`src/rtl/p5_defs.sv`:
```
// ============================================================================
// Module : p5_defs
// Brief  : Shared P5 pipeline constants: ALU codes, opcodes, functs, E fields.
// Rev    : 1.0
// ============================================================================
`default_nettype none

package p5_defs;

    localparam logic [2:0] ALU_AND  = 3'b000;
    localparam logic [2:0] ALU_OR   = 3'b001;
    localparam logic [2:0] ALU_ADD  = 3'b010;
    localparam logic [2:0] ALU_ZERO = 3'b011;
    localparam logic [2:0] ALU_ANDN = 3'b100;
    localparam logic [2:0] ALU_ORN  = 3'b101;
    localparam logic [2:0] ALU_SUB  = 3'b110;
    localparam logic [2:0] ALU_SLL  = 3'b111;

    localparam logic [5:0] OP_RTYPE = 6'b000000;
    localparam logic [5:0] OP_BEQ   = 6'b000100;
    localparam logic [5:0] OP_ORI   = 6'b001101;
    localparam logic [5:0] OP_LUI   = 6'b001111;
    localparam logic [5:0] OP_LW    = 6'b100011;
    localparam logic [5:0] OP_SW    = 6'b101011;

    localparam logic [5:0] FN_SLL   = 6'b000000;
    localparam logic [5:0] FN_ADDU  = 6'b100001;
    localparam logic [5:0] FN_SUBU  = 6'b100011;
    localparam logic [5:0] FN_AND   = 6'b100100;
    localparam logic [5:0] FN_OR    = 6'b100101;

    localparam logic [2:0] BUBBLE_CTRL_DEF = ALU_ZERO;

    typedef struct packed {
        logic [2:0]  ctrl;
        logic [31:0] srca;
        logic [31:0] srcb;
        logic [4:0]  wa;
        logic        regwrite;
        logic        memwrite;
        logic        memtoreg;
        logic        valid;
        logic        illegal;
    } e_fields_t;

    function automatic e_fields_t bubble_fields(input logic [2:0] ctrl);
        e_fields_t f;
        f          = '0;
        f.ctrl     = ctrl;
        return f;
    endfunction

endpackage

`default_nettype wire

```
`src/rtl/alu_dec.sv`:
```
// ============================================================================
// Module : alu_dec
// Brief  : Combinational D-stage decoder producing the next E-stage ALU fields.
// Rev    : 1.0
// ============================================================================
`default_nettype none

module alu_dec
    import p5_defs::*;
#(
    parameter logic [2:0] BUBBLE_CTRL = BUBBLE_CTRL_DEF
) (
    input  logic [31:0] i_instr,
    input  logic [31:0] i_rd1,
    input  logic [31:0] i_rd2,
    output e_fields_t   o_fields
);

    logic [5:0]  w_op;
    logic [5:0]  w_funct;
    logic [4:0]  w_rt;
    logic [4:0]  w_rd;
    logic [4:0]  w_shamt;
    logic [31:0] w_zext;
    logic [31:0] w_sext;
    logic        w_unused;
    e_fields_t   w_dec;

    assign w_op     = i_instr[31:26];
    assign w_funct  = i_instr[5:0];
    assign w_rt     = i_instr[20:16];
    assign w_rd     = i_instr[15:11];
    assign w_shamt  = i_instr[10:6];
    assign w_zext   = {16'h0000, i_instr[15:0]};
    assign w_sext   = {{16{i_instr[15]}}, i_instr[15:0]};
    // rs is not decoded: its value arrives already forwarded on i_rd1.
    assign w_unused = ^i_instr[25:21];

    always_comb begin
        w_dec         = bubble_fields(BUBBLE_CTRL);
        w_dec.valid   = 1'b1;
        w_dec.illegal = 1'b1;
        unique case (w_op)
            OP_RTYPE: begin
                if (w_funct == FN_ADDU || w_funct == FN_SUBU ||
                    w_funct == FN_AND  || w_funct == FN_OR) begin
                    w_dec.illegal  = 1'b0;
                    w_dec.srca     = i_rd1;
                    w_dec.srcb     = i_rd2;
                    w_dec.wa       = w_rd;
                    w_dec.regwrite = 1'b1;
                    unique case (w_funct)
                        FN_ADDU: w_dec.ctrl = ALU_ADD;
                        FN_SUBU: w_dec.ctrl = ALU_SUB;
                        FN_AND:  w_dec.ctrl = ALU_AND;
                        default: w_dec.ctrl = ALU_OR;
                    endcase
                end else if (w_funct == FN_SLL) begin
                    w_dec.illegal  = 1'b0;
                    w_dec.ctrl     = ALU_SLL;
                    w_dec.srca     = i_rd2;
                    w_dec.srcb     = {27'd0, w_shamt};
                    w_dec.wa       = w_rd;
                    w_dec.regwrite = 1'b1;
                end
            end
            OP_ORI: begin
                w_dec.illegal  = 1'b0;
                w_dec.ctrl     = ALU_OR;
                w_dec.srca     = i_rd1;
                w_dec.srcb     = w_zext;
                w_dec.wa       = w_rt;
                w_dec.regwrite = 1'b1;
            end
            OP_LUI: begin
                w_dec.illegal  = 1'b0;
                w_dec.ctrl     = ALU_SLL;
                w_dec.srca     = w_zext;
                w_dec.srcb     = 32'd16;
                w_dec.wa       = w_rt;
                w_dec.regwrite = 1'b1;
            end
            OP_LW: begin
                w_dec.illegal  = 1'b0;
                w_dec.ctrl     = ALU_ADD;
                w_dec.srca     = i_rd1;
                w_dec.srcb     = w_sext;
                w_dec.wa       = w_rt;
                w_dec.regwrite = 1'b1;
                w_dec.memtoreg = 1'b1;
            end
            OP_SW: begin
                w_dec.illegal  = 1'b0;
                w_dec.ctrl     = ALU_ADD;
                w_dec.srca     = i_rd1;
                w_dec.srcb     = w_sext;
                w_dec.memwrite = 1'b1;
            end
            OP_BEQ: begin
                w_dec.illegal  = 1'b0;
                w_dec.ctrl     = ALU_SUB;
                w_dec.srca     = i_rd1;
                w_dec.srcb     = i_rd2;
            end
            default: ;
        endcase
    end

    // Writes to $0 are dropped here so nop (sll $0,$0,0) stays harmless.
    always_comb begin
        o_fields          = w_dec;
        o_fields.regwrite = w_dec.regwrite & (|w_dec.wa);
    end

endmodule

`default_nettype wire

```
`src/rtl/de_alu_issue.sv`:
```
// ============================================================================
// Module : de_alu_issue
// Brief  : ALU decode/issue: D-stage decode into the E register bank.
// Rev    : 1.0
// ============================================================================
`default_nettype none

module de_alu_issue
    import p5_defs::*;
#(
    parameter logic [2:0] BUBBLE_CTRL = BUBBLE_CTRL_DEF
) (
    input  logic        clk,
    input  logic        reset,
    input  logic [31:0] Instr_D_i,
    input  logic [31:0] RD1_D_i,
    input  logic [31:0] RD2_D_i,
    input  logic        stall_E_i,
    input  logic        flush_E_i,
    output logic [2:0]  ALU_ctrl_E_o,
    output logic [31:0] ALU_srca_E_o,
    output logic [31:0] ALU_srcb_E_o,
    output logic [4:0]  WA_E_o,
    output logic        RegWrite_E_o,
    output logic        MemWrite_E_o,
    output logic        MemToReg_E_o,
    output logic        Valid_E_o,
    output logic        Illegal_E_o
);

    e_fields_t w_next;
    e_fields_t r_e;

    alu_dec #(
        .BUBBLE_CTRL (BUBBLE_CTRL)
    ) u_alu_dec (
        .i_instr  (Instr_D_i),
        .i_rd1    (RD1_D_i),
        .i_rd2    (RD2_D_i),
        .o_fields (w_next)
    );

    // Flush wins over stall so a held stage can still be squashed.
    always_ff @(posedge clk or posedge reset) begin
        if (reset) begin
            r_e <= bubble_fields(BUBBLE_CTRL);
        end else if (flush_E_i) begin
            r_e <= bubble_fields(BUBBLE_CTRL);
        end else if (!stall_E_i) begin
            r_e <= w_next;
        end
    end

    assign ALU_ctrl_E_o = r_e.ctrl;
    assign ALU_srca_E_o = r_e.srca;
    assign ALU_srcb_E_o = r_e.srcb;
    assign WA_E_o       = r_e.wa;
    assign RegWrite_E_o = r_e.regwrite;
    assign MemWrite_E_o = r_e.memwrite;
    assign MemToReg_E_o = r_e.memtoreg;
    assign Valid_E_o    = r_e.valid;
    assign Illegal_E_o  = r_e.illegal;

endmodule

`default_nettype wire
```
`config.mk`:
```
export PLATFORM = sky130hd
export DESIGN_NAME = de_alu_issue
export DESIGN_NICKNAME = d
export VERILOG_FILES = /design/src/rtl/p5_defs.sv /design/src/rtl/alu_dec.sv /design/src/rtl/de_alu_issue.sv
export SDC_FILE = /design/constraint.sdc
export NUM_CORES = 1
export LEC_CHECK = 0
export ABC_AREA = 0
export CORE_ASPECT_RATIO = 1.25
export CORE_MARGIN = 2
export CORE_UTILIZATION = 35
export CTS_BUF_LIST = sky130_fd_sc_hd__clkbuf_16
export DETAILED_ROUTE_END_ITERATION = 12
export MAX_ROUTING_LAYER = met4
export PLACE_DENSITY_LB_ADDON = 0.12
export SYNTH_ARGS = -nofsm -noshare
export SYNTH_HDL_FRONTEND = slang
export SYNTH_HIERARCHICAL = 1
export SYNTH_SLANG_ARGS = --single-unit
export TNS_END_PERCENT = 50
```
`constraint.sdc`:
```
create_clock -name clk -period 3.7 [get_ports clk]
set_clock_uncertainty 0.15 [all_clocks]
set_input_delay 0.74 -clock clk [delete_from_list [all_inputs] [get_ports clk]]
set_output_delay 0.74 -clock clk [all_outputs]
set_load 0.03 [all_outputs]
```
==> out/metrics.cfg <==
[yosys]
ys.flop_type = dfrtp_1
synth_compound_area_share_pct = 17.3
syn_nets = 510
postSynthAreaPerCell_um2 = 10.7
synth_cells = 410
async_flop_share_pct = 100
synth_seq_cells = 77
synthAdderAreaFrac_pct = 0
synth-seq-area-share_pct = 44.2
yosysWarningCount = 6
yosys.area_share.simple_pct = 15.2
synth_edf_count = 0
yosysUniqueCellTypes = 47
synth_top_family_by_area = multiplexers
muxShareOfSynthArea_pct = 17.4
synthXorXnorAreaFrac_pct = 0
synth_area_um2 = 4370

[timing]
finalCritPeriodShare_pct = 80.4
slew_headroom_pct = 54.8
setup_viol = 0
finalHoldViolations = 0
fin_crit_ns = 2.98
setup_tns_ns = 0
report.final.slew_viol_count = 0
max_freq_ghz = 0.336
worst-slew-pin-transition_ns = 0.678
rsz0062_at_grt = false

[clock_network]
cts-hold-fix-buffers = 0
clock_path_buffers = 2
cts_setup_buffers = 0
insertion_delay_ns = 0.33
clock_tree.root_cell = clkbuf_16
clk_pin_slew_ns = 0.06
cts_tree = yes
cts_buffers = 9
cts_resized = 0
cts_sinks = 77
cts.htree.levels = 3

[place]
gp_congestion = 0.830
dp_hpwl_um = 9900
io_buffers = 171
place_area_um2 = 6170

[pwr]
p_leak_nw = 3.02
p_total_w = 0.00204
p_per_area_nw_per_um2 = 316
vdd_drop_max_mv = 0.227

[global_route]
grt_pass1_vias = 4042
grt_pass1_wl_um = 22100
grt.total_usage_pct = 21.9
antenna_found_initial = 0
overflow = 0
grt_max_degree = 58

[worst_setup_path]
arrival_ns = 3.09
critPathRequiredTime_ns = 3.81
crit_path_start_kind = input pin
worstSetupPathType = in -> reg
worst_setup_path_end_kind = flip-flop
crit_path_max_fanout = 9

[final_layout]
fin_nets = 671
utilization_pct = 53.2
diodes = 0
drive_gt1_share_pct = 7.64
final_area_um2 = 6470
final_common_cell = clkdlybuf4s50_1
layout_common_cells = clkdlybuf4s50_1 (169), nor2_1 (79), dfrtp_1 (75), mux2i_1 (75), a22o_1 (33)
fill_cells = 1179
synthToLayoutAreaGrowth_pct = 48.0

[routing]
first_pass_iters = 4
drc_errors = 0
post_drt_wl_per_cell_um = 19.2
drt_wl_total_um = 14200
vias_per_cell = 5.21
dr.first_iter.drc_count = 223
vias = 3852
ant_nets = 0

[floorplan]
dieArea_um2 = 13400
initial_core_util_pct = 35.9
rows = 45
die_h_um = 129
die_w_um = 104
io_pins = 177
fp.coreArea_um2 = 12200

[run]
drv_cap = 0

[min_path]
hp-class = reg -> reg

[outcome]
outcome = completed

worst paths after layout:
| kind | start | depth (start not counted) | slack (ns) | to |
|---|---|---|---|---|
| setup / recovery | Instr_D_i[5] | 8 | 0.72 | ALU_srca_E_o[5] |
| max in group asynchronous | reset | 3 | 2.07 | ALU_ctrl_E_o[1] |
| min in group asynchronous | reset | 2 | 0.62 | ALU_srca_E_o[8] |
| hold / removal | ALU_srca_E_o[31] | 2 | 0.37 | ALU_srca_E_o[31] |
| hold reg to reg | ALU_srca_E_o[31] | 2 | 0.37 | ALU_srca_E_o[31] |
| setup reg to reg | ALU_srca_E_o[11] | 2 | 2.80 | ALU_srca_E_o[11] |
power breakdown:
part / internal, W / leakage [nW] / switching (W)
registers: 0.000853 / 1.06 / 0.00000586
logic: 0.000157 / 1.81 / 0.000150
clock network: 0.000520 / 0.148 / 0.000358
registers in the layout, indices dropped and copies added (netlist names):
signal / count
WA_E_o: 5
MemToReg_E_o: 1
RegWrite_E_o: 1
Illegal_E_o: 1
ALU_srcb_E_o: 32
Valid_E_o: 1
ALU_ctrl_E_o: 3
ALU_srca_E_o: 32
MemWrite_E_o: 1
cell families (layout without fill, tap and decap cells):
kind of cell,after synthesis,count (layout)
other,1,1
flip-flops,77,77
multiplexers,76,76
buffers and inverters,35,201
AND/OR/NAND/NOR,134,134
AO/OA/AOI/OAI,87,87
synth_stat cells, types with 2 or more instances:
library cell,n,area [um^2]
or4_4,2,22.5
nand2_1,3,11.3
nor2_1,80,300
buf_12,3,60.1
nor3_1,3,15.0
nor2b_1,4,25.0
a21o_1,16,120
and2_2,2,15.0
buf_4,6,45.0
dfrtp_1,75,1880
a21oi_1,2,10.0
buf_2,5,25.0
clkbuf_1,14,52.6
buf_6,4,45.0
a211o_1,2,17.5
a31oi_1,2,12.5
or2_4,2,17.5
and2_1,21,131
or2_1,2,12.5
o21ai_1,4,20.0
mux2i_1,75,751
dfstp_2,2,52.6
a221o_1,21,210
nand2b_1,3,18.8
nor3b_1,2,15.0
nand3_1,2,10.0
a22o_1,33,289
through the flow:
step / cells / hold slack (ns) / setup slack [ns]
finish: 740 / 0.372 / 0.724
global route: 740 / 0.401 / 0.624
CTS: 740 / 0.379 / 0.768
detailed placement: 724 / 0.365 / 0.427
global placement: 724 / 0.353 / 0.468
floorplan: 410 / 0.556 / 0.847
critical path: stages:
cell	delay, ns
clkdlybuf4s50_1	0.60
nor3b_1	0.41
a31oi_1	0.27
o21bai_2	0.42
buf_4	0.26
a221o_1	0.20
mux2i_1	0.08
nor2_1	0.11
layer usage:
layer | global-route usage, % | up-vias | wire [um]
met3 | 5.32 | 16 | 884
met2 | 36.6 | 139 | 7100
met1 | 26.2 | 1892 | 5980
met5 | - | - | 0
met4 | 6.92 | 0 | 240
li1 | - | 1805 | -
cell type report:
class                           count  area [um^2]  share of cell area (%)
Sequential cell                    77         1930                    29.8
Timing Repair Buffer              184         1840                    28.4
Tap cell                          164          205                    3.17
Multi-Input combinational cell    298         2190                    33.9
Clock buffer                        9          225                    3.48
Inverter                            1         5.00                  0.0774
Clock inverter                      7         67.6                    1.04
Power figures use the tool's default switching activity.
